===== config.mk =====
export PLATFORM = sky130hd
export DESIGN_NAME = check_table
export DESIGN_NICKNAME = d
export VERILOG_FILES = /design/src/rtl/check_table.sv
export SDC_FILE = /design/constraint.sdc
export NUM_CORES = 1
export LEC_CHECK = 0
export BUFFER_PORTS_ARGS = -buffer_cell sky130_fd_sc_hd__clkbuf_2
export CAP_MARGIN = 10
export CORE_MARGIN = 1.5
export CORE_UTILIZATION = 50
export DETAILED_ROUTE_END_ITERATION = 8
export PLACE_DENSITY_LB_ADDON = 0.12
export SYNTH_ARGS = -nofsm -noshare
export SYNTH_HDL_FRONTEND = slang
export SYNTH_SLANG_ARGS = --single-unit

===== constraint.sdc =====
create_clock -name clock -period 1.3 [get_ports clock]
set_clock_uncertainty 0.1 [all_clocks]
set_input_delay 0 -clock clock [delete_from_list [all_inputs] [get_ports clock]]
set_output_delay 0 -clock clock [all_outputs]
set_load 0.01 [all_outputs]

===== src/rtl/check_table.sv =====
// Expectation table: NUM_CHECKS entries with a synchronous write port, an
// asynchronous read port and a per-entry valid bit. Reset clears every entry.
module check_table #(
  parameter int NUM_CHECKS = 8,
  parameter int MEM_ADDR_W = 8,
  parameter int XLEN       = 32,
  parameter int IDX_W      = 3
) (
  input  logic                  clock,
  input  logic                  reset,
  input  logic                  we,
  input  logic [IDX_W-1:0]      wr_idx,
  input  logic                  wr_is_mem,
  input  logic [MEM_ADDR_W-1:0] wr_addr,
  input  logic [XLEN-1:0]       wr_value,
  input  logic [IDX_W-1:0]      rd_idx,
  output logic                  rd_valid,
  output logic                  rd_is_mem,
  output logic [MEM_ADDR_W-1:0] rd_addr,
  output logic [XLEN-1:0]       rd_value
);

  localparam int EW = 2 + MEM_ADDR_W + XLEN;

  logic [EW-1:0] entry_q [NUM_CHECKS];
  logic [EW-1:0] entry_d [NUM_CHECKS];
  logic [EW-1:0] rd_entry;

  // Write port: a write always marks the entry valid.
  always_comb begin
    entry_d = entry_q;
    if (we && (int'(wr_idx) < NUM_CHECKS)) begin
      entry_d[wr_idx] = {1'b1, wr_is_mem, wr_addr, wr_value};
    end
  end

  // Table storage, fully cleared on reset.
  always_ff @(posedge clock) begin
    if (reset) begin
      for (int i = 0; i < NUM_CHECKS; i++) begin
        entry_q[i] <= '0;
      end
    end else begin
      entry_q <= entry_d;
    end
  end

  // Asynchronous read; out-of-range indices read as an invalid entry.
  always_comb begin
    rd_entry = '0;
    if (int'(rd_idx) < NUM_CHECKS) begin
      rd_entry = entry_q[rd_idx];
    end
    rd_valid  = rd_entry[EW-1];
    rd_is_mem = rd_entry[EW-2];
    rd_addr   = rd_entry[XLEN +: MEM_ADDR_W];
    rd_value  = rd_entry[XLEN-1:0];
  end

endmodule


# Yosys cells after proc, flatten, opt, wreduce, memory -nomap -nowiden
# Index checks and enable logic that the tools add are counted.
# Widths: inputs -> output; s select.
op_classes:
  magnitude_cmp: 3
  n_mux: 6
  n_bitwise: 2
  n_reduce_logical: 1
ops:
  columns: ["op", "n"]
  rows:
  - ["$bwmux 336", 1]
  - ["$bmux 42 s3", 1]
  - ["$demux 42 s3", 1]
  - ["$mux 42", 3]
  - ["$ge 4x4->1 const B", 2]
  - ["$not 3->4", 2]
  - ["$lt 4x1->1 const B", 1]
  - ["$logic_and 1x1->1", 1]
word_totals:
  register_bits: 336
  output_inout_bits: 42
  wordCells: 20

# Depth between registers and ports, before layout
logic_depth:
  word_depth: 6
  ltp_mapped: 6
  depth_no_buf: 3

# Worst setup path after synthesis
# Ideal clock, no wire load.
synth_path:
  path_kind: "input-to-output"
  startpoint: "input rd_idx[2]"
  endpoint: "output rd_value[10]"
  arrival_ns: 1.144
  setup_slack_ns: 0.056
  stages: 4
  n_path_buf: 2
  cell_sequence: "buf_2 > buf_1 > mux4_2 > mux2_2"
synth_via:
  elab_chain_cells: 4
synth_rtl:
  columns: ["item", "line", "text"]
  rows:
  - ["start: declaration", "16", "input logic [IDX_W-1:0] rd_idx,"]
  - ["$not 3->4 (implied by the code)", "52", "rd_entry = entry_q[rd_idx];"]
  - ["$bmux 42 s3", "52", null]
  - ["$mux 42 (implied by the code) (2 in a row)", "52", null]
  - ["end: declaration", "20", "output logic [XLEN-1:0] rd_value"]
# Every way passes these cells. The select of a mux whose other input is x is not followed.

# Worst setup path after layout
layout_path:
  startpoint: "register entry_q[123] (netlist bit)"
  endpoint: "output rd_addr[7]"
layout_via:
  elab_chain_cells: 3
layout_rtl:
  columns: ["item", "line", "text"]
  rows:
  - ["start: declaration", "25", "logic [EW-1:0] entry_q [NUM_CHECKS];"]
  - ["start signal: assignment", "44", "entry_q <= entry_d;"]
  - ["$bmux 42 s3", "52", null]
  - ["$mux 42 (implied by the code) (2 in a row)", "52", null]
  - ["end: declaration", "19", "output logic [MEM_ADDR_W-1:0] rd_addr,"]
# Every way passes these cells. The select of a mux whose other input is x is not followed.

==> qor.csv <==
stage,metric,value,unit
critical_path,reg2reg_to,entry_q[85],
final_layout,final_cell_area,0.01850,mm^2
route,first_iter_violations,1065,
synth,syn_nets,1708,
critical_path,ff2ff_path_depth,3,
clock_tree,clkLatencyLatePin,520,ps
route,first_pass_iters,5,
sta,worst_pin_slew,1178,ps
outcome,status,"finished, violations left",
power_and_ir_drop,leakage,0.006813,uW
place,pre_cts_ws,-143.8,ps
final_layout,regMostFlops,entry_q,
place,place.port_buffers,91,
synth,ys_seq_area_frac,0.4705,
sta,maxSlewHeadroom,0.2135,
critical_path,crit_path_max_fanout,2,
critical_path,crit_chain,mux4_2 -> mux2_4 -> buf_6,
route,ant_nets,0,
place,gp_congestion,0.7600,
global_routing,grt_usage,0.2849,
die,die_w,172.1,um
critical_path,worstPathArrival,1760,ps
sta,setup_viol,42,
final_layout,fin_nets,1863,
synth,syn_inst,1658,
outcome,violations,negative setup slack,
critical_path,crit_path_max_incr_delay,500,ps
route,vias,12279,
critical_path,r2r_setup_slack,10,ps
clock_tree,cts_tree,built,
worst_hold_path,whs_endpoint,entry_q[297],
clock_tree,path_clk_slew,60,ps
sta,grt_setup_unrepaired,true,
sta,fin_crit,1863,ps
place,dpl_cell_area,0.01544,mm^2
worst_hold_path,min-delay-start,reset,
synth,ys_ff_latch,336,
route,routed_wl,43060,um
final_layout,drive_above_1_share,0.2351,
final_layout,top_regs,entry_q (336),
sta,tns,-21380,ps
final_layout,area_growth,29.36,%
die,core,0.02793,mm^2
route,avgRoutedWirePerCell,19.40,um
final_layout,final_common_cell,nand2_1,
power_and_ir_drop,ir_drop,1110,uV
final_layout,mostFrequentLayoutCells,"656 x nand2_1, 320 x a21oi_1, 299 x dfxtp_1, 104 x dlygate4sd3_1, 84 x mux4_2",
die,io_pins,92,
place,dp.final_hpwl,23190,um
critical_path,path_class,reg -> out,
worst_hold_path,hold-path-cell-count,4,
power_and_ir_drop,p_per_area,1281,mW/mm^2
clock_tree,clock-root-buffer,clkbuf_16,
sta,finalWorstSetupSlack,-562.6,ps
synth,synth.distinct_cells,19,
sta,slew_viol_final,0,
die,die_height,172.1,um
critical_path,crit_path_end_kind,primary output,
critical_path,startpoint_type,flop,
flow_run,max_cap_violations,0,
synth,syn_avg_cell_area,8.623,um^2
critical_path,crit_path_top_delay_cell,mux4_2,
sta,period_share,1.433,
sta,fmax,536.9,MHz
route,drc,0,
die,placementRows,61,
global_routing,grt_pass1_vias,11785,
global_routing,grt_max_degree,65,
global_routing,grt_overflow,0,
critical_path,r2r-start,entry_q[85],
clock_tree,cts.sinks,336,
sta,hold_violations,0,
global_routing,antenna_found_initial,1,
critical_path,required,1200,ps
clock_tree,cts_max_path_buffers,3,
die,die-area,0.02962,mm^2
final_layout,diodes,0,
global_routing,grt_pass1_wl,65320,um
die,start_util,0.5118,
worst_hold_path,hold_path_class,in -> reg,
route,vias_per_cell,5.531,
clock_tree,htreeDepth,2,
synth,yosysWarningCount,0,
final_layout,largest_reg_flops,336,
clock_tree,numCtsBuffers,37,
synth,netlist_area,0.01430,mm^2
per-stage QoR:
step	hold WS, ps	total power, uW	cells	util
floorplan	190.9	11940	1658	-
global placement	232.4	12550	2021	0.5527
detailed placement	236.3	12580	2021	0.5527
CTS	8.316	23670	2201	0.6418
global route	38.62	24370	2220	0.6621
finish	21.34	23690	2220	0.6621
final cells by class:
class | count | area (um^2)
fill | 2357 | 9439
multi-input combinational | 1142 | 6900
sequential | 336 | 6773
timing repair buffer | 296 | 3062
clock buffer | 52 | 1085
tap | 378 | 473.0
clock inverter | 16 | 202.7
synth_stat cells:
cell | instances | area share
and4bb_1 | 3 | 0.0026
mux4_2 | 84 | 0.13
and4b_1 | 3 | 0.0021
and4_1 | 1 | 0.00061
nand4bb_1 | 3 | 0.0024
buf_4 | 8 | 0.0042
buf_2 | 86 | 0.030
buf_6 | 7 | 0.0055
mux2_2 | 42 | 0.033
nand2_1 | 656 | 0.17
nand4b_1 | 3 | 0.0018
or4b_1 | 1 | 0.00070
nor2_1 | 16 | 0.0042
a21oi_1 | 328 | 0.11
clkbuf_1 | 77 | 0.020
dfxtp_1 | 336 | 0.47
nor4b_4 | 1 | 0.0017
buf_1 | 2 | 0.00053
nand4_1 | 1 | 0.00044
worst max-delay path: cells and delay by family, from the launching register on:
kind	cells	cell delay, ps
flops	1	310
mux	2	800
buf+inv	1	120
per-layer routing:
metal	wire, um	vias up	part of all wire	track usage
met1	18210	5960	0.42	0.3762
met2	20950	397	0.49	0.4942
met4	1172	0	0.027	0.07335
met5	0	-	0	0
li1	-	5837	-	-
met3	2723	85	0.063	0.03571
power by group:
part	total, uW	switching (uW)	internal (uW)	leakage (uW)
logic	2090	1140	949	0.00345
registers	10600	106	10500	0.00274
clock network	11000	4310	6660	0.000628
worst max-delay path by stage:
stage / startpoint / endpoint / slack (ps) / depth (start not counted)
3_5_place_dp: rd_idx[0] / rd_value[22] / -140 / 5
6_report: entry_q[123] / rd_addr[7] / -560 / 3
4_1_cts: entry_q[284] / rd_addr[0] / -560 / 3
2_1_floorplan: rd_idx[2] / rd_value[10] / 60 / 4
3_3_place_gp: rd_idx[0] / rd_value[22] / -140 / 5
5_1_grt: entry_q[284] / rd_addr[0] / -590 / 3
logic make-up after synthesis:
group                  count (synthesis)  synth area share
AO/OA/AOI/OAI                        328            0.1148
buffers and inverters                180           0.06056
flip-flops                           336            0.4705
multiplexers                         126            0.1654
AND/OR/NAND/NOR                      688            0.1888
timing repair:
action | in CTS | in global routing
cloned | 0 | 6
endpoints found under the setup margin | 42 | 159
hold buffers | 112 | 2
buffers inserted | 0 | 17
pin swaps | 0 | 6
endpoints found under the hold margin | 336 | 3
resized for setup | 25 | 119
Power figures use the tool's default switching activity.
